$ cat src/rtl/scan_decoder_pkg.sv
// Shared types for the scan decoder: FSM state encoding and the Mode input encodings.
package scan_decoder_pkg;

    typedef enum logic [1:0] {
        ST_OFF    = 2'd0,
        ST_DIRECT = 2'd1,
        ST_SCAN   = 2'd2
    } state_t;

    localparam logic MODE_DIRECT = 1'b0;
    localparam logic MODE_SCAN   = 1'b1;

endpackage

$ cat src/rtl/scan_decoder_onehot_dec.sv
// Stateless binary-to-one-hot decoder, active-high.
module onehot_dec #(
    parameter  int SEL_W = 3,
    localparam int OUT_W = 2**SEL_W
) (
    input  logic [SEL_W-1:0] sel,
    output logic [OUT_W-1:0] dec
);

    assign dec = OUT_W'(1) << sel;

endmodule

$ cat src/rtl/scan_decoder.sv
// One-hot decoder with direct select and an auto-stepping scan index;
// all outputs are registered and derived from the same next-index value.
module scan_decoder
    import scan_decoder_pkg::*;
#(
    parameter  int SEL_W      = 3,
    parameter  int DIV_W      = 16,
    parameter  bit ACTIVE_LOW = 1'b0,
    localparam int OUT_W      = 2**SEL_W
) (
    input  logic             clk,
    input  logic             rst,
    input  logic             Enable,
    input  logic             Mode,
    input  logic [SEL_W-1:0] S,
    input  logic             Load,
    input  logic [DIV_W-1:0] Div,
    output logic [OUT_W-1:0] O,
    output logic [SEL_W-1:0] Idx,
    output logic             Valid,
    output logic             Wrap
);

    function automatic logic [OUT_W-1:0] apply_polarity(input logic [OUT_W-1:0] v);
        return ACTIVE_LOW ? ~v : v;
    endfunction

    state_t           state, state_next;
    logic [DIV_W-1:0] cnt, cnt_cur, cnt_d;
    logic [SEL_W-1:0] idx_d;
    logic             valid_d, wrap_d;
    logic [OUT_W-1:0] dec;

    always_ff @(posedge clk) begin
        if (rst) state <= ST_OFF;
        else     state <= state_next;
    end

    always_comb begin
        state_next = ST_OFF;
        if (Enable) begin
            case (Mode)
                MODE_DIRECT: state_next = ST_DIRECT;
                default:     state_next = ST_SCAN;
            endcase
        end
    end

    // Actions follow the state selected for this edge, so DIRECT has exactly
    // one cycle of latency and a freshly entered SCAN counts from zero.
    always_comb begin
        idx_d   = Idx;
        cnt_d   = '0;
        valid_d = 1'b0;
        wrap_d  = 1'b0;
        cnt_cur = (state == ST_SCAN) ? cnt : '0;
        case (state_next)
            ST_DIRECT: begin
                idx_d   = S;
                valid_d = 1'b1;
            end
            ST_SCAN: begin
                valid_d = 1'b1;
                if (Load) begin
                    idx_d = S;
                end else if (cnt_cur == Div || &cnt_cur) begin
                    // All-ones also steps, so a Div lowered below the count still
                    // steps when the counter rolls over naturally.
                    idx_d  = Idx + 1'b1;
                    wrap_d = &Idx;
                end else begin
                    cnt_d = cnt_cur + 1'b1;
                end
            end
            default: ;
        endcase
    end

    onehot_dec #(.SEL_W(SEL_W)) u_dec (
        .sel (idx_d),
        .dec (dec)
    );

    always_ff @(posedge clk) begin
        if (rst) begin
            Idx   <= '0;
            O     <= apply_polarity('0);
            Valid <= 1'b0;
            Wrap  <= 1'b0;
            cnt   <= '0;
        end else begin
            Idx   <= idx_d;
            O     <= valid_d ? apply_polarity(dec) : apply_polarity('0);
            Valid <= valid_d;
            Wrap  <= wrap_d;
            cnt   <= cnt_d;
        end
    end

endmodule

$ cat config.mk
export PLATFORM = sky130hd
export DESIGN_NAME = scan_decoder
export DESIGN_NICKNAME = d
export VERILOG_FILES = /design/src/rtl/scan_decoder_pkg.sv /design/src/rtl/scan_decoder_onehot_dec.sv /design/src/rtl/scan_decoder.sv
export SDC_FILE = /design/constraint.sdc
export NUM_CORES = 1
export LEC_CHECK = 0
export BUFFER_PORTS_ARGS = -buffer_cell sky130_fd_sc_hd__buf_2
export CORE_MARGIN = 3
export CORE_UTILIZATION = 50
export CTS_BUF_LIST = sky130_fd_sc_hd__clkbuf_4 sky130_fd_sc_hd__clkbuf_8
export DETAILED_ROUTE_END_ITERATION = 8
export PLACE_DENSITY = 0.79
export REMOVE_ABC_BUFFERS = 1
export SLEW_MARGIN = 20
export SYNTH_ARGS = -nofsm -noshare
export SYNTH_HDL_FRONTEND = slang
export SYNTH_SLANG_ARGS = --single-unit
$ cat constraint.sdc
create_clock -name clk -period 2.6 [get_ports clk]
set_input_delay 0.13 -clock clk [delete_from_list [all_inputs] [get_ports clk]]
set_output_delay 0.13 -clock clk [all_outputs]
set_load 0.05 [all_outputs]
==> flow_metrics.py <==
metrics = {
    "pwr": {
        "power_density_nw_per_um2": 513,
        "max-vdd-ir-drop_mv": 0.251,
        "leakagePower_nw": 0.836,
        "power_w": 0.00111,
    },
    "grt": {
        "grt_busiest_layer": "met2",
        "grt_pass1_wl_um": 6960,
        "grt_max_degree": 14,
        "antenna_found_initial": 0,
        "grt-ovfl-total": 0,
        "grt_pass1_vias": 1479,
        "met3_usage": 0.0675,
        "track_usage": 0.211,
        "use_met1": 0.284,
        "grt_use_met2": 0.309,
    },
    "clock_tree": {
        "clockBufferDepth": 2,
        "clkLatencyLatePin_ns": 0.29,
        "cts_inserted_buffers": 5,
        "cts_root_buffer": "clkbuf_8",
        "cts-resized-gates": 0,
        "clk_pin_slew_ns": 0.07,
        "cts_tree": "yes",
        "cts_sinks": 31,
        "htreeDepth": 2,
    },
    "floorplanning": {
        "die_h_um": 66.5,
        "io-pin-count": 37,
        "core_area_um2": 3440,
        "dieWidth_um": 66.5,
        "rows": 21,
        "initial_core_util": 0.533,
        "dieArea_um2": 4430,
    },
    "route": {
        "ant_nets": 0,
        "drcViolationCount": 0,
        "viasPerCell": 5.51,
        "wirelength_um": 4240,
        "num_vias": 1686,
        "dr.pass1.iters": 4,
        "wl_per_cell_um": 13.9,
        "initialDrtViolationCount": 175,
    },
    "worst_setup_path": {
        "crit_required_ns": 2.80,
        "cp_max_fo": 12,
        "reg2reg_slack_ns": 0.17,
        "path_class": "reg -> reg",
        "critPathSlowestCell": "a311o_4",
        "crit_chain": "nand2b_2 > o32a_1 > a32oi_1 > nand4_2 > and2_4 > a311o_4 > nor3_1",
        "end_kind": "flip-flop",
        "cp-startpoint": "state[0]$_SDFF_PP0_",
        "critPathLaunchType": "flip-flop",
        "rr_startpoint": "state[0]$_SDFF_PP0_",
        "slowest_delay_ns": 0.45,
        "arrival_ns": 2.63,
        "rr_endpoint": "O[4]$_SDFF_PP0_",
        "r2r_cells": 7,
    },
    "synth": {
        "synth_common_cells": "nor2_1, dfxtp_1, nand2_1",
        "yosysMostFrequentCell": "nor2_1",
        "synth_top_area_share": 0.339,
        "async_reset_ff_frac": 0,
        "yosysTopAreaCell": "dfxtp_1",
        "synth_edf_count": 0,
        "syn-mean-instance-area_um2": 8.33,
        "synth_cells": 220,
        "yosys.cell_types.count": 43,
        "synthTopCellsByArea": "dfxtp_1, nor2_1, xor2_1",
        "synth_flop_cell": "dfxtp_1",
        "yosysSeqAreaShare": 0.339,
        "yosys_register_bits": 31,
        "yosysWarnings": 0,
        "syn_area_um2": 1830,
    },
    "cells_and_area": {
        "nFillCells": 312,
        "stdcell_area_um2": 2170,
        "post-route-util": 0.631,
        "area_growth_pct": 18.5,
        "drive_gt1_frac": 0.242,
        "finalNetCount": 285,
        "insertedDiodeCount": 0,
    },
    "timing": {
        "hold_viol": 0,
        "fin_setup_tns_ns": 0,
        "worst-slew-pin-transition_ns": 0.412,
        "finalCritPeriodShare": 0.935,
        "layout_min_cycle_time_ns": 2.43,
        "setup_viol": 0,
        "skew_ns": 0.00713,
        "rsz0062_at_grt": "false",
        "slew_violations": 0,
        "fmax_mhz": 411,
        "relSlewSlack": 0.725,
        "hold_ws_ns": 0.0262,
    },
    "placed_design": {
        "finalWeightedCongestion": 0.902,
        "post_dp_cell_area_um2": 2040,
        "dp_hpwl_um": 3170,
        "port_buffers": 36,
    },
    "min_path": {
        "min_path_type": "in -> reg",
        "hold_start": "rst",
        "hold_depth": 2,
        "hold_end": "Idx[0]$_SDFF_PP0_",
    },
    "job": {
        "maxCapViolations": 0,
    },
    "outcome": {
        "status": "finished, final reports clean",
    },
}
==> layout make-up <==
| cell class | instances | area [um2] | area share |
|---|---|---|---|
| clock buffer | 6 | 82.6 | 0.0380 |
| clock inverter | 2 | 35.0 | 0.0161 |
| inverter | 3 | 11.3 | 0.00518 |
| multi-input combinational | 175 | 1130 | 0.521 |
| sequential | 31 | 621 | 0.286 |
| tap | 46 | 57.6 | 0.0265 |
| timing repair buffer | 43 | 233 | 0.107 |
==> sequential cells by signal (all words and copies together), names as in the netlist <==
| register | cells |
|---|---|
| cnt | 16 |
| O | 8 |
| Idx | 3 |
| state | 2 |
| Valid | 1 |
| Wrap | 1 |
==> logic make-up (layout without fill, tap and decap cells) <==
group                    Yosys count  after routing  share of synthesized area
AND/OR/NAND/NOR                  118            118                      0.362
multiplexers                       1              1                    0.00614
flip-flops                        31             31                      0.339
buffers and inverters             14             54                     0.0437
adder cells (fa/ha/maj)            2              2                     0.0136
AO/OA/AOI/OAI                     32             32                      0.131
XOR/XNOR                          22             22                      0.105
==> metal layers <==
| layer | vias to the layer above | routed length, um |
|---|---|---|
| li1 | 851 | - |
| met1 | 768 | 2030 |
| met2 | 58 | 1850 |
| met3 | 9 | 289 |
| met4 | 0 | 79 |
| met5 | - | 0 |
==> power by group <==
group / total, W / internal (W) / switching, W
sequential: 0.000491 / 0.000483 / 0.00000745
clock: 0.000500 / 0.000310 / 0.000190
combinational: 0.000124 / 0.0000471 / 0.0000773
total: 0.00111 / 0.000840 / 0.000274
==> worst max path at each step <==
stage | end | slack (ns) | cells after the start
floorplan | O[3]$_SDFF_PP0_ | 0.31 | 6
global placement | O[3]$_SDFF_PP0_ | 0.16 | 7
detailed placement | O[6]$_SDFF_PP0_ | 0.15 | 7
CTS | O[4]$_SDFF_PP0_ | 0.09 | 7
global route | O[0]$_SDFF_PP0_ | 0.006 | 7
finish | O[4]$_SDFF_PP0_ | 0.17 | 7
==> placed cells by master (no fill, tap or decap), types with 7 or more instances in the layout <==
cell,n
o21ai_0,10
buf_2,36
xor2_1,12
buf_4,7
dfxtp_1,31
nand4_1,9
nand2b_1,7
xnor2_1,10
nor2_1,41
nand2_1,17
a21oi_1,7
==> worst max-delay path, delay by kind of cell, from the launching register on <==
kind	cells	cell delay [ns]
AOI/OAI and AO/OA	3	1.07
and+or+nand+nor	4	0.92
DFF	1	0.35
==> metrics by stage <==
stage / cells / setup WS (ns)
3_3_place_gp: 296 / 0.162
3_5_place_dp: 296 / 0.147
5_1_grt: 306 / 0.00629
2_1_floorplan: 209 / 0.313
4_1_cts: 304 / 0.0909
6_report: 306 / 0.168
==> what timing repair did <==
action | in CTS | in global routing
hold buffers | 0 | 0
buffers inserted | 0 | 2
setup endpoints to repair | 0 | 9
(Power assumes the default switching activity.)
